**config.mk**
```make
export PLATFORM = sky130hd
export DESIGN_NAME = lemming_world
export DESIGN_NICKNAME = d
export VERILOG_FILES = /design/src/rtl/lemming_world.sv
export SDC_FILE = /design/constraint.sdc
export NUM_CORES = 1
export LEC_CHECK = 0
export ABC_AREA = 0
export CORE_UTILIZATION = 40
export DETAILED_ROUTE_END_ITERATION = 8
export REMOVE_ABC_BUFFERS = 1
export SYNTH_ARGS = -nofsm -noshare
export SYNTH_HDL_FRONTEND = slang
export SYNTH_SLANG_ARGS = --single-unit
```
**constraint.sdc**
```tcl
create_clock -name clk_i -period 4.43 [get_ports clk_i]
set_input_delay 0.886 -clock clk_i [delete_from_list [all_inputs] [get_ports clk_i]]
set_output_delay 0.886 -clock clk_i [all_outputs]
set_load 0.01 [all_outputs]
```
**src/rtl/lemming_world.sv**
```systemverilog
// Terrain environment for the Lemmings walker FSM: holds ground/wall maps, tracks
// position and level, and feeds bump/ground back to the FSM from registered state only.
module lemming_world #(
    parameter int               WIDTH       = 16,
    parameter int               POS_W       = 4,
    parameter int               START_POS   = 4,
    parameter logic [WIDTH-1:0] INIT_GROUND = 16'hFFFF,
    parameter logic [WIDTH-1:0] INIT_WALL   = 16'h0000,
    parameter int               DIG_CYCLES  = 3,
    parameter int               FALL_CYCLES = 4,
    parameter int               MAX_LEVEL   = 3
) (
    input  logic             clk_i,
    input  logic             rst_i,
    input  logic             walk_left_i,
    input  logic             walk_right_i,
    input  logic             aaah_i,
    input  logic             digging_i,
    input  logic             load_i,
    input  logic [WIDTH-1:0] load_ground_i,
    input  logic [WIDTH-1:0] load_wall_i,
    output logic             bump_left_o,
    output logic             bump_right_o,
    output logic             ground_o,
    output logic [POS_W-1:0] pos_o,
    output logic [1:0]       level_o,
    output logic             proto_err_o
);

    localparam logic [POS_W-1:0] POS_ONE   = POS_W'(1);
    localparam logic [POS_W-1:0] POS_LAST  = POS_W'(WIDTH - 1);
    localparam logic [POS_W-1:0] POS_START = POS_W'(START_POS);
    localparam logic [1:0]       LVL_MAX   = 2'(MAX_LEVEL);
    localparam logic [1:0]       DIG_LAST  = 2'(DIG_CYCLES - 1);
    localparam logic [2:0]       FALL_LAST = 3'(FALL_CYCLES - 1);

    logic [WIDTH-1:0] gmap_q, gmap_d;
    logic [WIDTH-1:0] wmap_q, wmap_d;
    logic [POS_W-1:0] pos_q, pos_d;
    logic [1:0]       level_q, level_d;
    logic [1:0]       dig_q, dig_d;
    logic [2:0]       fall_q, fall_d;
    logic             err_q, err_d;

    logic [POS_W-1:0] posLeft;
    logic [POS_W-1:0] posRight;
    logic             conflict;

    assign posLeft  = pos_q - POS_ONE;
    assign posRight = pos_q + POS_ONE;

    // Array edges read as walls; the neighbour index is only used when it is in range.
    assign bump_left_o  = (pos_q == '0)      ? 1'b1 : wmap_q[posLeft];
    assign bump_right_o = (pos_q == POS_LAST) ? 1'b1 : wmap_q[posRight];
    assign ground_o     = gmap_q[pos_q];
    assign pos_o        = pos_q;
    assign level_o      = level_q;
    assign proto_err_o  = err_q;

    assign conflict = (walk_left_i & walk_right_i) |
                      (aaah_i & (walk_left_i | walk_right_i | digging_i));

    always_comb begin
        gmap_d  = gmap_q;
        wmap_d  = wmap_q;
        pos_d   = pos_q;
        level_d = level_q;
        dig_d   = dig_q;
        fall_d  = fall_q;
        err_d   = err_q;

        if (load_i) begin
            gmap_d  = load_ground_i;
            wmap_d  = load_wall_i;
            pos_d   = POS_START;
            level_d = 2'd0;
            dig_d   = 2'd0;
            fall_d  = 3'd0;
        end else begin
            if (conflict) begin
                err_d = 1'b1;
            end

            if (!gmap_q[pos_q]) begin
                // Falling: only aaah advances the fall; anything else is a protocol slip.
                dig_d = 2'd0;
                if (aaah_i) begin
                    if (fall_q == FALL_LAST) begin
                        gmap_d[pos_q] = 1'b1;
                        level_d       = (level_q == LVL_MAX) ? LVL_MAX : level_q + 2'd1;
                        fall_d        = 3'd0;
                    end else begin
                        fall_d = fall_q + 3'd1;
                    end
                end else begin
                    err_d = 1'b1;
                end
            end else if (aaah_i) begin
                dig_d = 2'd0;
            end else if (digging_i) begin
                if (level_q == LVL_MAX) begin
                    dig_d = 2'd0;
                end else if (dig_q == DIG_LAST) begin
                    gmap_d[pos_q] = 1'b0;
                    dig_d         = 2'd0;
                end else begin
                    dig_d = dig_q + 2'd1;
                end
            end else begin
                dig_d = 2'd0;
                if (!conflict) begin
                    if (walk_left_i && !bump_left_o) begin
                        pos_d = posLeft;
                    end else if (walk_right_i && !bump_right_o) begin
                        pos_d = posRight;
                    end
                end
            end
        end
    end

    always_ff @(posedge clk_i or posedge rst_i) begin
        if (rst_i) begin
            gmap_q  <= INIT_GROUND;
            wmap_q  <= INIT_WALL;
            pos_q   <= POS_START;
            level_q <= 2'd0;
            dig_q   <= 2'd0;
            fall_q  <= 3'd0;
            err_q   <= 1'b0;
        end else begin
            gmap_q  <= gmap_d;
            wmap_q  <= wmap_d;
            pos_q   <= pos_d;
            level_q <= level_d;
            dig_q   <= dig_d;
            fall_q  <= fall_d;
            err_q   <= err_d;
        end
    end

endmodule

```
==> results.toml <==
[route]
postRouteAntennaNets = 0
wl_met2_um = 3190
wl_um = 6630
first_iter_violations = 148
wl_met1_um = 3050
drc_errors = 0
avgRoutedWirePerCell_um = 16.0
dr_wl_met3_um = 286
dr_total_vias = 2315
dr.pass1.iters = 4
viasPerCell = 5.59
dr.max_layer_used = "met4"

[finish]
fin_nets = 361
fin_area_um2 = 3500
drive_gt1_frac = 0.226
n_antenna_cell = 0
final_cell_mix = "clkdlybuf4s50_1 (47), nand2_1 (29), dfrtp_1 (27)"
final_cells = 414
final_common_cell = "clkdlybuf4s50_1"
syn_to_final_growth_pct = 22.0

[clock_network]
clk_pin_slew_worst_paths_ns = 0.09
cts.sinks = 44
post_cts_resized = 0
cts_setup_buffers = 0
cts_inserted_buffers = 5
cts_root_buf = "clkbuf_8"
insertion_delay_ns = 0.32
cts.htree.levels = 2
clockBufferDepth = 2
cts_hold_buf = 0
tritoncts = "yes"

[grt]
grt-ovfl-total = 0
grt_pass1_vias = 2390
antenna_found_initial = 0
grt.total_usage = 0.199
grt_pass1_wl_um = 11600
grt_max_degree = 52

[sta]
tightest_slew_ns = 0.701
grt_setup_unrepaired = "no"
final_max_slew_viol_count = 0
fmax_mhz = 255
fin_crit_sh = 0.886
finClkSkew_ns = 0.0111
finalWorstPathRequiredPeriod_ns = 3.92
fin_ws_ns = 0.507
fin_tns_setup_ns = 0
slew_headroom = 0.532
finalSetupViolCount = 0
hold_viol = 0

[logic_synthesis]
synth-warning-count = 0
synth-edff-count = 0
ys_seq_elements = 44
ys_seq_area_frac = 0.391
syn_area_um2 = 2870
synth_async_sr_flop_share = 1.00
syn_avg_cell_area_um2 = 10.3
synth_ff_type = "dfrtp_1"
synth.distinct_cells = 56
syn_inst = 278

[place]
place_inst = 406
io_buffers = 48
dp_hpwl_um = 4710
gp_congestion = 0.781
dp_slack_ns = 0.838
placed_area_um2 = 3410

[setup_path]
crit_family = "buffers and inverters"
cp_max_fo = 15
start_kind = "flop"
cp_num_cells = 8
worst_ep_arrival_time_ns = 3.04
r2r.worst_path.cells = 10
crit_path_end_kind = "primary output"
cp_slowest_cell = "clkdlybuf4s50_1"
cp_cell_sequence = "clkinv_1 -> ha_1 -> buf_4 -> mux2_1 -> mux4_2 -> nand3_2 -> nand4_2 -> clkdlybuf4s50_1"
cp_num_buf_inv = 3
required_ns = 3.54
slowest_delay_ns = 0.52
path_class = "flop to primary output"

[die]
die-width_um = 86.7
dieArea_um2 = 7520
die_y_um = 86.7
start_util = 0.418
num_io_pins = 49
rows = 30
core_area_um2 = 6870

[pwr]
p_per_area_nw_per_um2 = 265
p_leak_nw = 1.34
ir_drop_mv = 0.113

[min_path]
min_path_type = "flop to flop"
hold-path-cell-count = 1

[run]
drv_cap = 0

[run_status]
status = "completed"
==> area by class of cell <==
cell class	count	area, µm²
clock buffers	5	68.8
clock inverters	3	23.8
well taps	96	120
repair buffers	56	536
flip-flops and latches	44	1120
multi-input cells	203	1610
inverters	7	26.3
fillers	634	3370
==> synth_stat cells, types with 2 or more instances <==
cell,instances,area share
a21bo_2,2,0.0070
a21oi_1,9,0.016
a22oi_1,2,0.0052
a2bb2oi_1,3,0.0092
a31oi_1,4,0.0087
a32oi_1,8,0.024
and2_1,4,0.0087
buf_2,3,0.0052
buf_4,2,0.0052
buf_6,2,0.0078
clkbuf_1,17,0.022
clkinv_1,2,0.0026
dfrtp_1,27,0.24
dfstp_2,17,0.16
ha_1,5,0.022
inv_1,5,0.0065
mux2_1,4,0.016
mux2_2,16,0.063
mux2_4,2,0.010
mux2i_1,13,0.045
mux4_2,10,0.078
nand2_1,29,0.038
nand2b_1,6,0.013
nand3_1,12,0.021
nand3b_1,3,0.0078
nor2_1,10,0.013
nor2b_1,3,0.0065
nor3_1,4,0.0070
nor3b_1,2,0.0052
o211ai_1,7,0.018
o21ai_1,14,0.024
o22a_1,2,0.0061
o31ai_1,4,0.010
or3_1,2,0.0044
or4_1,2,0.0052
==> metal layers <==
metal,track usage,vias up
li1,-,1113
met1,0.261,1136
met2,0.335,58
met3,0.0286,8
met4,0.0742,0
met5,0,-
==> path summary, 6_finish.rpt <==
check	from	to	slack, ns
min in group asynchronous	rst_i	fall_q[2]	0.97
max in group asynchronous	rst_i	asynchronous set/reset pin	2.58
worst max register to register	pos_o[0]	pos_o[3]	1.15
worst max-delay path	pos_o[0]	bump_right_o	0.51
worst min-delay path	dig_q[0]	dig_q[0]	0.47
worst min register to register	dig_q[0]	dig_q[0]	0.47
==> stage by stage <==
step	total power [mW]	utilization	hold slack [ns]
after global routing	0.977	0.510	0.499
after CTS	0.940	0.510	0.478
after floorplan	0.586	-	0.437
final	0.928	0.510	0.473
after global placement	0.669	0.497	0.456
after detailed placement	0.673	0.497	0.461
==> power breakdown <==
part | switching, mW | leakage [nW] | internal, mW
logic | 0.0878 | 0.782 | 0.112
registers | 0.0224 | 0.513 | 0.442
clock network | 0.152 | 0.0404 | 0.112
==> kinds of logic after synthesis <==
family / Yosys count / share of synthesized area
and+or+nand+nor: 88 / 0.166
DFF: 44 / 0.391
adders and majority gates: 5 / 0.0218
muxes: 45 / 0.213
AOI/OAI and AO/OA: 64 / 0.156
xor gates and xnor gates: 1 / 0.00305
buffers and inverters: 31 / 0.0497
Power figures use the tool's default switching activity.
